**src/rtl/life_seq_ctrl.sv**
```systemverilog
// life_seq_ctrl: sequences the Game of Life board registers through pattern load, single-step and free-run.
// Define LIFE_SEQ_AUTOHALT_EN to stop a run automatically once the board stops changing.
module life_seq_ctrl #(
    parameter int ROWS = 8,
    parameter int PERIOD_W = 16,
    parameter int GEN_W = 16,
    localparam int AW = ROWS > 1 ? $clog2(ROWS) : 1
) (
    input  logic                clk,
    input  logic                reset,
    input  logic                cmd_valid,
    output logic                cmd_ready,
    input  logic [1:0]          cmd_op,
    input  logic [PERIOD_W-1:0] period,
    input  logic                load_valid,
    output logic                load_ready,
    output logic                row_we,
    output logic [AW-1:0]       row_addr,
    output logic                board_we,
    input  logic                board_changed,
    output logic [GEN_W-1:0]    gen_count,
    output logic [1:0]          state,
    output logic                halted
);
    localparam logic [1:0] S_IDLE = 2'd0, S_LOAD = 2'd1, S_RUN = 2'd2;
    localparam logic [1:0] OP_LOAD = 2'd0, OP_STEP = 2'd1, OP_RUN = 2'd2, OP_STOP = 2'd3;

    logic [1:0]          state_q, state_d;
    logic [AW-1:0]       row_addr_q, row_addr_d;
    logic                board_we_q, board_we_d;
    logic [GEN_W-1:0]    gen_q, gen_d;
    logic [PERIOD_W-1:0] per_q, per_d, cnt_q, cnt_d, cnt_nxt, pe;
    logic                halted_q, halted_d;
    logic                cmd_ready_q, cmd_ready_d, load_ready_q, load_ready_d;
    logic                cmd_acc, beat, last_row, still;

    assign cmd_acc  = cmd_valid & cmd_ready_q;
    assign beat     = load_valid & load_ready_q;
    assign last_row = row_addr_q == AW'(ROWS - 1);
    assign pe       = (period == '0) ? PERIOD_W'(1) : period;
    // cnt_q counts 1..per_q; the update fires in the cycle the count reaches per_q
    assign cnt_nxt  = (cnt_q == per_q) ? PERIOD_W'(1) : cnt_q + PERIOD_W'(1);

`ifdef LIFE_SEQ_AUTOHALT_EN
    assign still = board_we_q & ~board_changed;
`else
    logic unused_board_changed;
    assign unused_board_changed = board_changed;
    assign still = 1'b0;
`endif

    always_ff @(posedge clk or posedge reset) begin
        if (reset) begin
            state_q      <= S_IDLE;
            row_addr_q   <= '0;
            board_we_q   <= 1'b0;
            gen_q        <= '0;
            per_q        <= '0;
            cnt_q        <= '0;
            halted_q     <= 1'b0;
            cmd_ready_q  <= 1'b1;
            load_ready_q <= 1'b0;
        end else begin
            state_q      <= state_d;
            row_addr_q   <= row_addr_d;
            board_we_q   <= board_we_d;
            gen_q        <= gen_d;
            per_q        <= per_d;
            cnt_q        <= cnt_d;
            halted_q     <= halted_d;
            cmd_ready_q  <= cmd_ready_d;
            load_ready_q <= load_ready_d;
        end
    end

    always_comb begin
        state_d    = state_q;
        row_addr_d = row_addr_q;
        board_we_d = 1'b0;
        gen_d      = gen_q + GEN_W'(board_we_q);
        per_d      = per_q;
        cnt_d      = cnt_q;
        halted_d   = halted_q;
        case (state_q)
            S_IDLE: if (cmd_acc) begin
                case (cmd_op)
                    OP_LOAD: begin
                        state_d    = S_LOAD;
                        row_addr_d = '0;
                        gen_d      = '0;
                        halted_d   = 1'b0;
                    end
                    OP_STEP: board_we_d = 1'b1;
                    OP_RUN: begin
                        state_d    = S_RUN;
                        per_d      = pe;
                        cnt_d      = PERIOD_W'(1);
                        board_we_d = pe == PERIOD_W'(1);
                    end
                    default: ;
                endcase
            end
            S_LOAD: if (beat) begin
                row_addr_d = last_row ? '0 : row_addr_q + AW'(1);
                state_d    = last_row ? S_IDLE : S_LOAD;
            end
            S_RUN: if ((cmd_acc && cmd_op == OP_STOP) || still) begin
                state_d  = S_IDLE;
                cnt_d    = '0;
                halted_d = halted_q | still;
            end else begin
                cnt_d      = cnt_nxt;
                board_we_d = cnt_nxt == per_q;
            end
            default: state_d = S_IDLE;
        endcase
    end

    always_comb begin
        cmd_ready_d  = state_d != S_LOAD;
        load_ready_d = state_d == S_LOAD;
    end

    assign cmd_ready  = cmd_ready_q;
    assign load_ready = load_ready_q;
    assign row_we     = beat;
    assign row_addr   = row_addr_q;
    assign board_we   = board_we_q;
    assign gen_count  = gen_q;
    assign state      = state_q;
    assign halted     = halted_q;
endmodule

```
**config.mk**
```make
export PLATFORM = sky130hd
export DESIGN_NAME = life_seq_ctrl
export DESIGN_NICKNAME = d
export VERILOG_FILES = /design/src/rtl/life_seq_ctrl.sv
export SDC_FILE = /design/constraint.sdc
export NUM_CORES = 1
export LEC_CHECK = 0
export CORE_MARGIN = 10
export CORE_UTILIZATION = 50
export CTS_CLUSTER_SIZE = 12
export DETAILED_ROUTE_END_ITERATION = 10
export PLACE_DENSITY = 0.84
export SYNTH_ARGS = -nofsm -noshare
export SYNTH_HDL_FRONTEND = slang
export SYNTH_SLANG_ARGS = --single-unit
```
**constraint.sdc**
```tcl
create_clock -name clk -period 4.68 [get_ports clk]
set_clock_uncertainty 0.05 [all_clocks]
set_input_delay 1.404 -clock clk [delete_from_list [all_inputs] [get_ports clk]]
set_output_delay 1.404 -clock clk [all_outputs]
set_load 0.01 [all_outputs]
```
== Word-level counts from Yosys, hierarchy flattened ==
Index checks and enable logic that the tools add are counted.
Word-level totals
  register bits after elaboration: 56
  output and inout bits: 26
  logic and storage cells: 61
  input port bits: 23
Operators by class
  $add $sub $neg: 3
  reduce and logical (&&, ||, !) cells: 9
  mux-type cells: 24
  equality and inequality tests: 15
  bitwise gates (word level): 2
Operators with widths (number)
  two-way mux 16 bit: 8
  == test 16 bit: 2
  case mux 16 bit (2 select lines): 1
  adder 16 x 1 -> 16 bit: 1
  adder 16 x 1 -> 16 bit (second input constant): 1
  == test 16 x 1 -> 1 bit (second input constant): 1
  zero test 16 bit: 1
  two-way mux 3 bit: 4
  == test 2 x 1 -> 1 bit (second input constant): 3
  == test 2 bit (second input constant): 3
  two-way mux 2 bit: 3
  != test 2 x 1 -> 1 bit (second input constant): 3
  case mux 2 bit (3 select lines): 1
  case mux 3 bit (2 select lines): 1
  AND reduction 3 bit: 2
  zero test 2 bit: 2
  != test 2 bit (second input constant): 2
  case mux 1 bit (2 select lines): 2
  case mux 2 bit (2 select lines): 1
  AND reduction 4 bit: 1
  nonzero test 2 bit: 2
  adder 3 x 1 -> 3 bit (second input constant): 1
  == test 3 bit (second input constant): 1
  two-way mux 1 bit: 3
  other kinds (2): 3

== Logic depth before layout (Yosys ltp) ==
  word-level depth: 6
  gate-level depth with buffers: 9

== Worst setup path before layout ==
No wires, ideal clock.
  kind: input-to-reg
  from: input cmd_op[0]
  to: register per_q[2]
  stages on the path: 7
  path buffers: 2
  library setup time: 66 ps
  data arrival time: 3039 ps
  required time: 4564 ps
  slack: 1525 ps
  cells stage by stage: inv_1 -> ha_1 -> or4b_2 -> clkbuf_1 -> a21oi_1 -> buf_2 -> a22o_1
On the way
  longest elaborated chain between the ends: 2
RTL lines
  start, declared: line 13  | input logic [1:0] cmd_op,
  == test 2 bit: line 86  | case (cmd_op)
  AND reduction 3 bit (no source line)
  end signal, assigned: line 68  | per_q <= per_d;
  end, declared: line 32  | logic [PERIOD_W-1:0] per_q, per_d, cnt_q, cnt_d, cnt_nxt, pe;
No other way between the ends.
A chain may end at the register's enable or synchronous reset.

== Final worst setup path ==
  from: input load_valid
  to: output row_we
On the way
  longest elaborated chain between the ends: 1
RTL lines
  start, declared: line 15  | input logic load_valid,
  AND 1 bit: line 38  | assign beat = load_valid & load_ready_q;
  end, declared: line 17  | output logic row_we,
No other way between the ends.

==> metrics.md <==
| Metric | Value |
|---|---|
| Status | `completed` |
| Hold buffers post-CTS | `0` |
| Initial Util | `51.5%` |
| TritonCTS Buffers | `5` |
| Crit share post-route | `86.2%` |
| Most frequent cell after synthesis | `dfrtp_1` |
| CP startpoint kind | `input pin` |
| Reg2reg end | `cnt_q[12]` |
| Vias | `roughly 3000` |
| TritonRoute pass-1 iters | `4` |
| IO Pins | `49` |
| Area growth, synth to finish | `16.4%` |
| Worst slack at placement | `between 600 and 700 ps` |
| Root Buffer | `clkbuf_8` |
| P_sw | `roughly 790 uW` |
| Critical Path Source | `load_valid` |
| Port Buffer Count | `46` |
| Post-DRT Antenna Nets | `0` |
| Initial antenna violation count | `0` |
| Total Nets Final | `437` |
| Core box area | `a little under 7000 um^2` |
| Setup violators final | `0` |
| Slew margin rel. | `between 30% and 40%` |
| Largest area contributor in the netlist | `dfrtp_1` |
| Avg Vias per Cell | `5.88` |
| CP Class | `in2out` |
| Worst R2R Path Depth | `7` |
| PnR worst setup slack | `646 ps` |
| Chip width | `about 100 um` |
| Post-synth EDFFs | `0` |
| Overall routed net length | `roughly 8100 um` |
| Initial DRC Count | `~220` |
| Crit path DAT | `roughly 2600 ps` |
| DR WL/cell | `16.2 um` |
| Reg clk slew, reported paths | `roughly 110 ps` |
| FMAX | `about 0.25 GHz` |
| Mapped Area | `~3500 um^2` |
| Drc violations | `0` |
| Hold_sp | `gen_count[15]` |
| Reg2reg start | `cnt_q[2]` |
| Actual slew at the worst max-slew pin | `slightly above 900 ps` |
| Synth area leaders | `dfrtp_1 39%, xor2_1 6.8%, xnor2_1 4.3%` |
| Post-DP HPWL | `roughly 6300 um` |
| Row Count | `30` |
| Final Instance Area | `roughly 4100 um^2` |
| Post-CTS setup buffers | `0` |
| Syn Inst Count | `approximately 380` |
| Count of cell types in the netlist | `65` |
| Unrepaired setup endpoints after global routing | `false` |
| Worst R2R Setup Slack | `roughly 1600 ps` |
| Syn_nets | `407` |
| Area after DPL | `3980 um^2` |
| Number of inserted diodes | `0` |
| Worst Hold End | `gen_count[15]` |
| Syn avg cell area | `about 9.3 um^2` |
| Grt total ovfl | `0` |
| Commonest cells post-synth | `55 x dfrtp_1, 31 x nand2_1, 29 x nor2_1, 29 x o21ai_0, 27 x xor2_1` |
| Min-Delay Path Depth | `2` |
| Vias in the first global route | `2902` |
| Clock tree buffer depth | `2` |
| Max H-tree Level | `2` |
| GP Congestion | `roughly 0.92` |
| Clk sink count | `between 50 and 60` |
| Final Hold Vio Count | `0` |
| Worst min path class | `reg2reg` |
| Gate power share | `40.6%` |
| Register area share after synthesis | `between 40% and 50%` |
| Synth top area share | `between 30% and 40%` |
| Internal power | `1170 uW` |
| Switching Fraction | `between 40% and 50%` |
| First-pass GRT wire length | `14100 um` |
| Later-pin clock latency in the skew report | `approximately 320 ps` |
| Fin. max-slew vios | `0` |
| Yosys warning count | `0` |
| Min cycle time layout | `a little over 4000 ps` |
| Worst Path Required | `3230 ps` |
| Sequential share of power | `between 40% and 50%` |
| Crit-path max FO | `3` |
| Overall die area | `~11000 um^2` |
| Die extent in y | `between 100 and 150 um` |
| Largest net degree at the start of global routing | `33` |
| Cell area power density | `around 480 nW/um^2` |
| Post_cts resized | `0` |
| Yosys reg bits | `56` |
| FFs w/ async S/R, synth | `between 90% and 100%` |
| Critical path endpoint category | `output pin` |
| Clock power frac | `14.5%` |
| All-layer global routing usage | `between 10% and 20%` |
| Max cap viols | `0` |
| CTS tree | `yes` |
| Setup TNS Final | `0 ps` |
| Worst vdd ir | `roughly 0.21 mV` |
| Top_reg_cell synth | `dfrtp_1` |
| Layout cell share with drive strength beyond 1 | `under 10%` |
| Pleak | `0.00175 uW` |
## metrics by stage
stage / util [%] / hold WS [ps] / instances / power (uW)
after global placement: 58.6 / 472 / 494 / 1640
after floorplan: - / 460 / 375 / 1350
after global routing: 60.0 / 540 / 502 / 2100
after CTS: 60.0 / 511 / 502 / 1960
final: 60.0 / 509 / 502 / 1960
after detailed placement: 58.6 / 484 / 494 / 1680
## worst max-delay path by stage
stage,to,slack (ps),cells after the start
2_1_floorplan,per_q[2],1530,7
3_3_place_gp,row_we,670,3
3_5_place_dp,row_we,640,3
4_1_cts,row_we,630,3
5_1_grt,row_we,590,3
6_report,row_we,650,3
## cells in the final DEF, fill, tap and decap left out, types with 8 or more instances in the layout
cell type	instances
xor2_1	27
dfrtp_1	55
nor2_1	29
clkdlybuf4s50_1	46
xnor2_1	17
nand3_1	20
o21ai_0	29
nor3_1	8
inv_1	13
a22o_1	14
nand2_1	31
ha_1	9
nor4_1	9
## layer usage
layer  part of all wire (%)  track usage (%)  wire length, um
met5                      0                0                0
met4                    2.2             5.77              179
met1                     46             19.8             3770
met2                     45             23.8             3690
met3                    6.2             3.22              503
## critical path: stages
cell and delay [ps]:
clkdlybuf4s50_1 450, and2_1 170, clkdlybuf4s50_1 550
## flip-flops by register name, indices dropped and copies added, names as in the netlist
| name | flops |
|---|---|
| cnt_q | 16 |
| gen_count | 16 |
| per_q | 16 |
| row_addr | 3 |
| state | 2 |
| board_we | 1 |
| cmd_ready | 1 |
| load_ready | 1 |
## power by group through the flow
| stage | logic, uW | registers [uW] | clock network [uW] |
|---|---|---|---|
| finish | 795 | 878 | 284 |
| global route | 885 | 903 | 309 |
| CTS | 800 | 871 | 289 |
| detailed placement | 795 | 882 | 0 |
| global placement | 771 | 869 | 0 |
| floorplan | 527 | 822 | 0 |
## kinds of logic (layout without fill, tap and decap cells)
family / Yosys count / after routing / synth area share (%)
and+or+nand+nor: 137 / 137 / 22.1
xor gates and xnor gates: 45 / 45 / 11.8
adders and majority gates: 9 / 9 / 3.22
buffers and inverters: 39 / 70 / 4.86
AOI/OAI and AO/OA: 86 / 86 / 17.3
other: 1 / 1 / 0.107
muxes: 2 / 2 / 0.643
DFF: 56 / 56 / 40.1
## area by class of cell
type,instances,area [um^2]
fillers,568,2720
multi-input cells,280,1930
flip-flops and latches,56,1400
repair buffers,48,475
well taps,96,120
clock buffers,5,68.8
inverters,14,52.6
clock inverters,3,26.3
Power figures use the tool's default switching activity.
==> variant (same settings) <==
The option `LIFE_SEQ_AUTOHALT_EN` is turned on by a define.
--- a/src/rtl/life_seq_ctrl.sv
+++ b/src/rtl/life_seq_ctrl.sv
@@ -1,4 +1,6 @@
 // life_seq_ctrl: sequences the Game of Life board registers through pattern load, single-step and free-run.
 // Define LIFE_SEQ_AUTOHALT_EN to stop a run automatically once the board stops changing.
+`define LIFE_SEQ_AUTOHALT_EN
+
 module life_seq_ctrl #(
     parameter int ROWS = 8,
Check against the original RTL: not equivalent (a bounded check fails within 4 cycles, from zero or initial values and one cycle with reset high).
==> variant against the unedited design <==
Synthesized cell count rose by 2.1%. Setup slack worse by 0.093 ns. Sequential cell count is 1 higher. Area after synthesis is 1.9% higher. Non-clock buffer count increased by 2. Count of clock-buffer cells in the layout up 7. Via count rose by 1.8%. Routed wire length up 6.1%. Total power grew 13%. Design area is 4.7% higher. First-iteration DRC count is 29% higher.
==> variant: results <==
group,metric,value,unit
timing,actual_slew_at_the_worst_max_slew_pin,0.801,ns
setup_path,worst-r2r-cell-count,8,
hold_path,min_from,"gen_count[15]",
place,port_buffers,48,
run_status,result_of_the_run,"finished clean",
setup_path,critical_path.max_stage_delay,0.58,ns
setup_path,path_delay_family,"buffers and inverters",
yosys,synth.net_count,415,
timing,timing.hold.ws,0.505,ns
yosys,synth.cells.most_frequent,"sky130_fd_sc_hd__dfrtp_1 (56), sky130_fd_sc_hd__nor2_1 (37), sky130_fd_sc_hd__nand2_1 (34)",
yosys,synth-seq-area-share,40.0,%
setup_path,cp_max_fo,6,
pwr,pwr_density_cell,516,nW/um^2
routing,totalWireLength,8650,um
clock_network,postCtsResizedCells,0,
yosys,syn-instance-count,383,
setup_path,timing.rr.end,"board_we",
yosys,yosys-top-cells-area,"sky130_fd_sc_hd__dfrtp_1 (39%), sky130_fd_sc_hd__xnor2_1 (7.4%), sky130_fd_sc_hd__o21ai_0 (4.2%)",
routing,via_count,3005,
yosys,synth-main-ff-cell,"sky130_fd_sc_hd__dfrtp_1",
global_route,first_pass_grt_wire_length,14800,um
clock_network,ctsLongestPathBuffers,2,
clock_network,clkSlewWorstSetupHoldPaths,0.07,ns
global_route,grt_start_max_net_pins,34,
clock_network,worstSkewPairLatency,0.34,ns
finish,fillCellCount,552,
global_route,track_usage,16.2,%
setup_path,critical_path_arrival,2.67,ns
yosys,ys_types,56,
routing,first_iter_violations,286,
setup_path,r2r_start,"cnt_q[0]",
global_route,grt_pass1_vias,3079,
pwr,ir_worst_vdd,0.000284,V
setup_path,r2r_slack,1.75,ns
finish,fin_cells,519,
finish,finalNetCount,450,
routing,dr.pass1.iters,4,
pwr,total_leakage_power,1.79,nW
timing,hold_viol,0,
yosys,yosys_warnings,0,
clock_network,numCtsBuffers,9,
hold_path,min_path_cells,2,
place,placed_cells_incl_taps,503,
clock_network,cts_post_setup_buffers_inserted,0,
place,gp_routability_congestion,0.938,
place,dpl-instance-area,4040,um^2
place,place.detailed.hpwl,6290,um
hold_path,hold_end,"gen_count[15]",
setup_path,cp_slowest_cell,"sky130_fd_sc_hd__clkdlybuf4s50_1",
place,dp_slack,0.562,ns
global_route,antenna_found_initial,0,
finish,num_antenna_cells,0,
clock_network,h_tree_lvl_count,3,
clock_network,clk_root_buffer_cell,"sky130_fd_sc_hd__clkbuf_8",
finish,drive_above_1_share,7.57,%
==> variant: changes by cell type in the layout (fill, tap and decap cells not counted), sizes merged, moves of 4 or more <==
cell,before,now
clkbuf,5,12
a21oi,4,12
nand3,20,14
xor2,27,13
o22ai,5,1
nor2,29,37
xnor2,18,30
nand4,5,10
==> variant: logic make-up after synthesis <==
| logic type | share of synthesized area [%] |
|---|---|
| flops | 40.0 |
| fa+ha+maj | 3.16 |
| compound gates | 14.4 |
| mux | 1.58 |
| xor+xnor | 12.5 |
| buf+inv | 5.75 |
| simple gates | 22.7 |
==> variant: per-layer routing <==
layer | vias to the layer above | share of wire [%] | GRT usage, %
met4 | 0 | 2.5 | 8.55
met5 | - | 0 | 0
met3 | 16 | 6.4 | 3.72
met1 | 1451 | 43 | 19.5
met2 | 110 | 48 | 26.4
li1 | 1428 | - | -
==> variant: layout make-up <==
class / instances / area share [%]
multi-input cells: 284 / 45.3
flip-flops and latches: 57 / 33.5
repair buffers: 50 / 11.6
clock buffers: 12 / 3.64
well taps: 96 / 2.82
clock inverters: 4 / 1.73
inverters: 16 / 1.41
==> variant: worst max-delay path by stage <==
stage          cells past startpoint  slack (ns)        from     end
2_1_floorplan                      2        1.49  load_valid  row_we
3_3_place_gp                       3        0.58  load_valid  row_we
3_5_place_dp                       3        0.56  load_valid  row_we
4_1_cts                            3        0.55  load_valid  row_we
5_1_grt                            3        0.49  load_valid  row_we
6_report                           3        0.55  load_valid  row_we
==> variant: report_power, final <==
group / internal (mW) / switching [mW]
logic: 0.429 / 0.353
clock network: 0.330 / 0.203
registers: 0.650 / 0.238
